--- config.mk ---
export PLATFORM = sky130hd
export DESIGN_NAME = mips_avalon_mem_arbiter
export DESIGN_NICKNAME = d
export VERILOG_FILES = /design/src/rtl/mips_mem_pkg.sv /design/src/rtl/mips_stall_timer.sv /design/src/rtl/mips_avalon_mem_arbiter.sv
export SDC_FILE = /design/constraint.sdc
export NUM_CORES = 1
export LEC_CHECK = 0
export ABC_CLOCK_PERIOD_IN_PS = 5300
export BUFFER_PORTS_ARGS = -buffer_cell sky130_fd_sc_hd__buf_4
export CORE_ASPECT_RATIO = 1.75
export CORE_MARGIN = 3
export CORE_UTILIZATION = 33
export CTS_BUF_LIST = sky130_fd_sc_hd__clkbuf_4 sky130_fd_sc_hd__clkbuf_8
export CTS_CLUSTER_SIZE = 40
export DETAILED_ROUTE_END_ITERATION = 16
export PLACE_DENSITY = 0.59
export SLEW_MARGIN = 10
export SYNTH_ARGS = -nofsm -noshare
export SYNTH_HDL_FRONTEND = slang
export SYNTH_HIERARCHICAL = 1
export SYNTH_SLANG_ARGS = --single-unit
--- constraint.sdc ---
create_clock -name clk -period 5.3 [get_ports clk]
set_input_delay 0.795 -clock clk [delete_from_list [all_inputs] [get_ports clk]]
set_output_delay 0.795 -clock clk [all_outputs]
set_load 0.05 [all_outputs]
--- src/rtl/mips_mem_pkg.sv ---
// mips_mem_pkg: shared state type and constants for the Avalon memory arbiter
package mips_mem_pkg;
    typedef enum logic [1:0] {IDLE, WRITE, READ} arb_state_t;
    localparam logic [3:0]  BE_WORD         = 4'hF;
    localparam logic [31:0] WORD_ALIGN_MASK = 32'hFFFF_FFFC;
endpackage

--- src/rtl/mips_stall_timer.sv ---
// mips_stall_timer: saturating stall counter with sticky timeout flag
// Ports: clk, rst (async active-low); clear restarts the count; stall counts one
//        cycle; enable gates the flag; err is the sticky timeout flag
module mips_stall_timer #(
    parameter int CNT_W          = 16,
    parameter int TIMEOUT_CYCLES = 1024
) (
    input  logic clk,
    input  logic rst,
    input  logic clear,
    input  logic stall,
    input  logic enable,
    output logic err
);
    logic [CNT_W-1:0] r_cnt;
    logic [CNT_W-1:0] w_next;
    assign w_next = (r_cnt == '1) ? r_cnt : r_cnt + CNT_W'(1);
    // The flag is raised on the edge where the count reaches the limit, so it is
    // visible immediately after the last allowed stall cycle.
    always_ff @(posedge clk or negedge rst) begin
        if (!rst) begin
            r_cnt <= '0;
            err   <= 1'b0;
        end else begin
            if (clear)
                r_cnt <= '0;
            else if (stall)
                r_cnt <= w_next;
            if (enable && stall && !clear && w_next == CNT_W'(TIMEOUT_CYCLES))
                err <= 1'b1;
        end
    end
endmodule

--- src/rtl/mips_avalon_mem_arbiter.sv ---
// mips_avalon_mem_arbiter: serialises write-buffer drains and cache reads onto one Avalon-MM master
// Ports: clk, rst (async active-low); wb_* write-buffer head and its waitrequest;
//        rd_* cache read request, data and waitrequest; avm_* Avalon-MM master;
//        timeout_err sticky flag for a slave stalling too long
module mips_avalon_mem_arbiter
    import mips_mem_pkg::*;
#(
    parameter int TIMEOUT_CYCLES = 1024,
    parameter int CNT_W          = 16
) (
    input  logic        clk,
    input  logic        rst,
    input  logic [31:0] wb_addr,
    input  logic [31:0] wb_writedata,
    input  logic [3:0]  wb_byteenable,
    input  logic        wb_write,
    output logic        wb_waitrequest,
    input  logic [31:0] rd_addr,
    input  logic        rd_read,
    output logic [31:0] rd_readdata,
    output logic        rd_waitrequest,
    output logic [31:0] avm_address,
    output logic        avm_read,
    output logic        avm_write,
    output logic [31:0] avm_writedata,
    output logic [3:0]  avm_byteenable,
    input  logic [31:0] avm_readdata,
    input  logic        avm_waitrequest,
    output logic        timeout_err
);
    arb_state_t r_state;
    logic       w_start;
    logic       w_stall;
    assign w_start        = (r_state == IDLE) && (wb_write || rd_read);
    assign w_stall        = (r_state != IDLE) && avm_waitrequest;
    assign wb_waitrequest = !(r_state == WRITE && !avm_waitrequest);
    assign rd_waitrequest = !(r_state == READ && !avm_waitrequest);
    assign rd_readdata    = avm_readdata;
    // Writes win in IDLE so a read can never overtake an older buffered write.
    always_ff @(posedge clk or negedge rst) begin
        if (!rst) begin
            r_state        <= IDLE;
            avm_read       <= 1'b0;
            avm_write      <= 1'b0;
            avm_address    <= '0;
            avm_writedata  <= '0;
            avm_byteenable <= '0;
        end else begin
            case (r_state)
                IDLE: begin
                    if (wb_write) begin
                        avm_address    <= wb_addr & WORD_ALIGN_MASK;
                        avm_writedata  <= wb_writedata;
                        avm_byteenable <= wb_byteenable;
                        avm_write      <= 1'b1;
                        r_state        <= WRITE;
                    end else if (rd_read) begin
                        avm_address    <= rd_addr & WORD_ALIGN_MASK;
                        avm_byteenable <= BE_WORD;
                        avm_read       <= 1'b1;
                        r_state        <= READ;
                    end
                end
                WRITE: begin
                    if (!avm_waitrequest) begin
                        avm_write <= 1'b0;
                        r_state   <= IDLE;
                    end
                end
                READ: begin
                    if (!avm_waitrequest) begin
                        avm_read <= 1'b0;
                        r_state  <= IDLE;
                    end
                end
                default: r_state <= IDLE;
            endcase
        end
    end
    mips_stall_timer #(
        .CNT_W          (CNT_W),
        .TIMEOUT_CYCLES (TIMEOUT_CYCLES)
    ) u_timer (
        .clk    (clk),
        .rst    (rst),
        .clear  (w_start),
        .stall  (w_stall),
        .enable (TIMEOUT_CYCLES != 0),
        .err    (timeout_err)
    );
endmodule

==> flow_summary.ini <==
[route]
drc_errors = 0
routed_via_density = 4.77
routed_wirelength_mm = 10.7
firstDrtPassIters = 4
wl_per_cell_um = 15.1
first_iter_violations = 146
num_vias = 3402
postRouteAntennaNets = 0

[timing]
period_needed_ns = 3.06
drv_slew = 0
whs_ns = 0.270
rsz0062_at_grt = false
fin_setup_tns_ns = 0
fin_crit_sh = 0.578
hold_viol = 0
slew_headroom = 0.384
tightest_slew_ns = 0.924
clock_skew_ns = 0.0109
setup_viol = 0
setup_ws_ns = 2.24
fmax_mhz = 326

[worst_setup_path]
crit_arrival_ns = 3.33
critPathCaptureType = register
crit_top_cell = buf_4
worstPathMaxFanout = 61
max_stage_delay_ns = 0.59
start_kind = primary input
required_ns = 5.56
crit_chain = buf_4, o21ai_4, buf_4, inv_1, or4_1, a211oi_2, o2111ai_1, o41ai_2
r2r_cells = 9
critical_path_class = primary input to register
slowest_stage = or4_1

[global_routing]
first_global_vias = 3559
antenna_found_initial = 0
grt_overflow = 0
grt_pass1_wl_mm = 17.3
track_usage = 0.143
grt_max_degree = 73

[synthesis]
synth_edf_count = 0
syn_avg_cell_area_um2 = 10.9
seq_area_frac_synth = 0.488
synth-seq-cells = 87
synthCells = 409
synthFlopType = dfrtp_1
synth_cell_type_count = 53
synthArstFlopShare = 1.00
syn_area_um2 = 4460
ys_warn_count = 6

[placement]
gp_congestion = 0.868
placed_area_um2 = 5560
post-dp-hpwl_mm = 8.08
pre_cts_ws_ns = 1.79
io_buffers = 171

[flow_run]
cap_violations = 0

[cells_and_area]
diodes = 0
nets = 679
fin_util = 0.442
stdcell_area_um2 = 5780
final_layout_size_suffix_gt1_frac = 0.426
area_growth_syn_to_layout_pct = 29.5

[die]
io_pins = 242
fp.dieArea_um2 = 15000
start_util = 0.341
die_w_um = 93.9
rows = 55
core-area_um2 = 13100
die_h_um = 160

[run_status]
status = completed

[cts]
post_cts_buffers = 0
clock-sinks = 87
h-tree-depth = 3
clock-root-buffer = clkbuf_8
worstSkewPairLatency_ns = 0.37
cts_resized = 0
cts_made_buffers = 9
ctsHoldBuffers = 0
clockBufferDepth = 2
path_clk_slew_ns = 0.10
cts_tree = yes

[power_and_ir_drop]
power_per_cell_area_nw_per_um2 = 613
ir_worst_vdd_mv = 0.315
p_leak_uw = 0.00272

[hold_path]
hp-class = primary input to async pin
==> layout by cell type (no fill, tap or decap), types with 2 or more instances in the layout <==
cell type and count:
a211oi_1 2, o21ai_0 37, and4_1 3, o31ai_1 2
ha_1 5, nand2_1 43, nand3_1 6, nor4_1 3
mux2_1 2, nor2_1 12, and4_2 2, nand4_1 5
xor2_1 4, o22ai_1 2, nand2b_1 3, and3_1 2
or3_1 3, a21oi_1 7, nor3_1 6, buf_4 174
mux2_2 30, mux2i_1 33, nand2_4 2, clkbuf_8 11
inv_1 9, conb_1 3, xnor2_1 6, a31oi_1 8
o22a_1 4, inv_6 2, nor2b_1 3, dfrtp_1 87
==> cell type report <==
cell class                 instances  area [um2]
fill                            1311        7300
sequential                        87        2180
multi-input combinational        256        1830
timing repair buffer             174        1310
tap                              171         214
clock buffer                      11         151
clock inverter                     5        63.8
inverter                           9        33.8
==> flip-flops by register name, indices dropped and copies added (netlist names) <==
register        flops
avm_address        30
avm_byteenable      4
avm_write           1
u_timer/err         1
u_timer/r_cnt      16
avm_read            1
avm_writedata      32
r_state             2
==> through the flow <==
step	instances	power [uW]
after CTS	713	3590
after floorplan	410	2520
after detailed placement	697	3080
after global placement	697	3050
final	713	3540
after global routing	713	3730
==> where the power goes <==
group | switching, uW | internal [uW] | total, uW
clock | 255 | 248 | 503
sequential | 148 | 931 | 1080
combinational | 1350 | 610 | 1960
==> critical path, delay by kind of cell <==
family                 cells  cell delay [ns]
AND/OR/NAND/NOR            1             0.59
AO/OA/AOI/OAI              4             0.75
buffers and inverters      3             1.19
==> final timing paths <==
path                                            endpoint                     from  slack [ns]
min in group clk                 u_timer/err$_DFFE_PN0P_  u_timer/err$_DFFE_PN0P_        0.48
min reg2reg                      u_timer/err$_DFFE_PN0P_  u_timer/err$_DFFE_PN0P_        0.48
max reg2reg                      u_timer/err$_DFFE_PN0P_   r_state[0]$_DFFE_PN0P_        2.29
max                              u_timer/err$_DFFE_PN0P_                 wb_write        2.24
min                           avm_address[2]$_DFFE_PN0P_                      rst        0.27
max in group asynchronous  avm_writedata[12]$_DFFE_PN0P_                      rst        3.84
==> metal layers <==
metal,global-route usage,wire [um]
met1,0.153,3950
met2,0.260,5860
met3,0.0377,702
met4,0.0592,240
met5,0,0
==> logic make-up (layout without fill, tap and decap cells) <==
group,Yosys count,count (layout),synth area share
buffers and inverters,67,199,0.104
flip-flops,87,87,0.488
multiplexers,65,65,0.155
adder cells (fa/ha/maj),5,5,0.0140
AND/OR/NAND/NOR,102,102,0.119
other,2,3,0.00168
AO/OA/AOI/OAI,71,71,0.0982
XOR/XNOR,10,10,0.0196
==> cell usage after synthesis (2+ instances only) <==
| cell type | instances | area (um2) |
|---|---|---|
| mux2_1 | 2 | 22.5 |
| o22ai_1 | 2 | 12.5 |
| and4_1 | 3 | 26.3 |
| nor4_1 | 3 | 18.8 |
| xnor2_1 | 6 | 52.6 |
| a21oi_1 | 7 | 35.0 |
| dfrtp_1 | 87 | 2180 |
| nand4_1 | 5 | 31.3 |
| or3_1 | 3 | 18.8 |
| mux2_2 | 30 | 338 |
| o31ai_1 | 2 | 15.0 |
| nand2_4 | 2 | 22.5 |
| nor2b_1 | 3 | 18.8 |
| nand3_1 | 6 | 30.0 |
| buf_6 | 7 | 78.8 |
| buf_4 | 37 | 278 |
| nor3_1 | 6 | 30.0 |
| a211oi_1 | 2 | 15.0 |
| buf_2 | 8 | 40.0 |
| xor2_1 | 4 | 35.0 |
| inv_1 | 9 | 33.8 |
| a31oi_1 | 8 | 50.1 |
| conb_1 | 2 | 7.51 |
| o22a_1 | 4 | 35.0 |
| clkbuf_4 | 2 | 15.0 |
| mux2i_1 | 33 | 330 |
| o21ai_0 | 37 | 185 |
| and4_2 | 2 | 20.0 |
| ha_1 | 5 | 62.6 |
| clkbuf_2 | 3 | 15.0 |
| nand2_1 | 43 | 161 |
| nor2_1 | 12 | 45.0 |
| nand2b_1 | 3 | 18.8 |
| and3_1 | 2 | 12.5 |
Power figures use the tool's default switching activity.
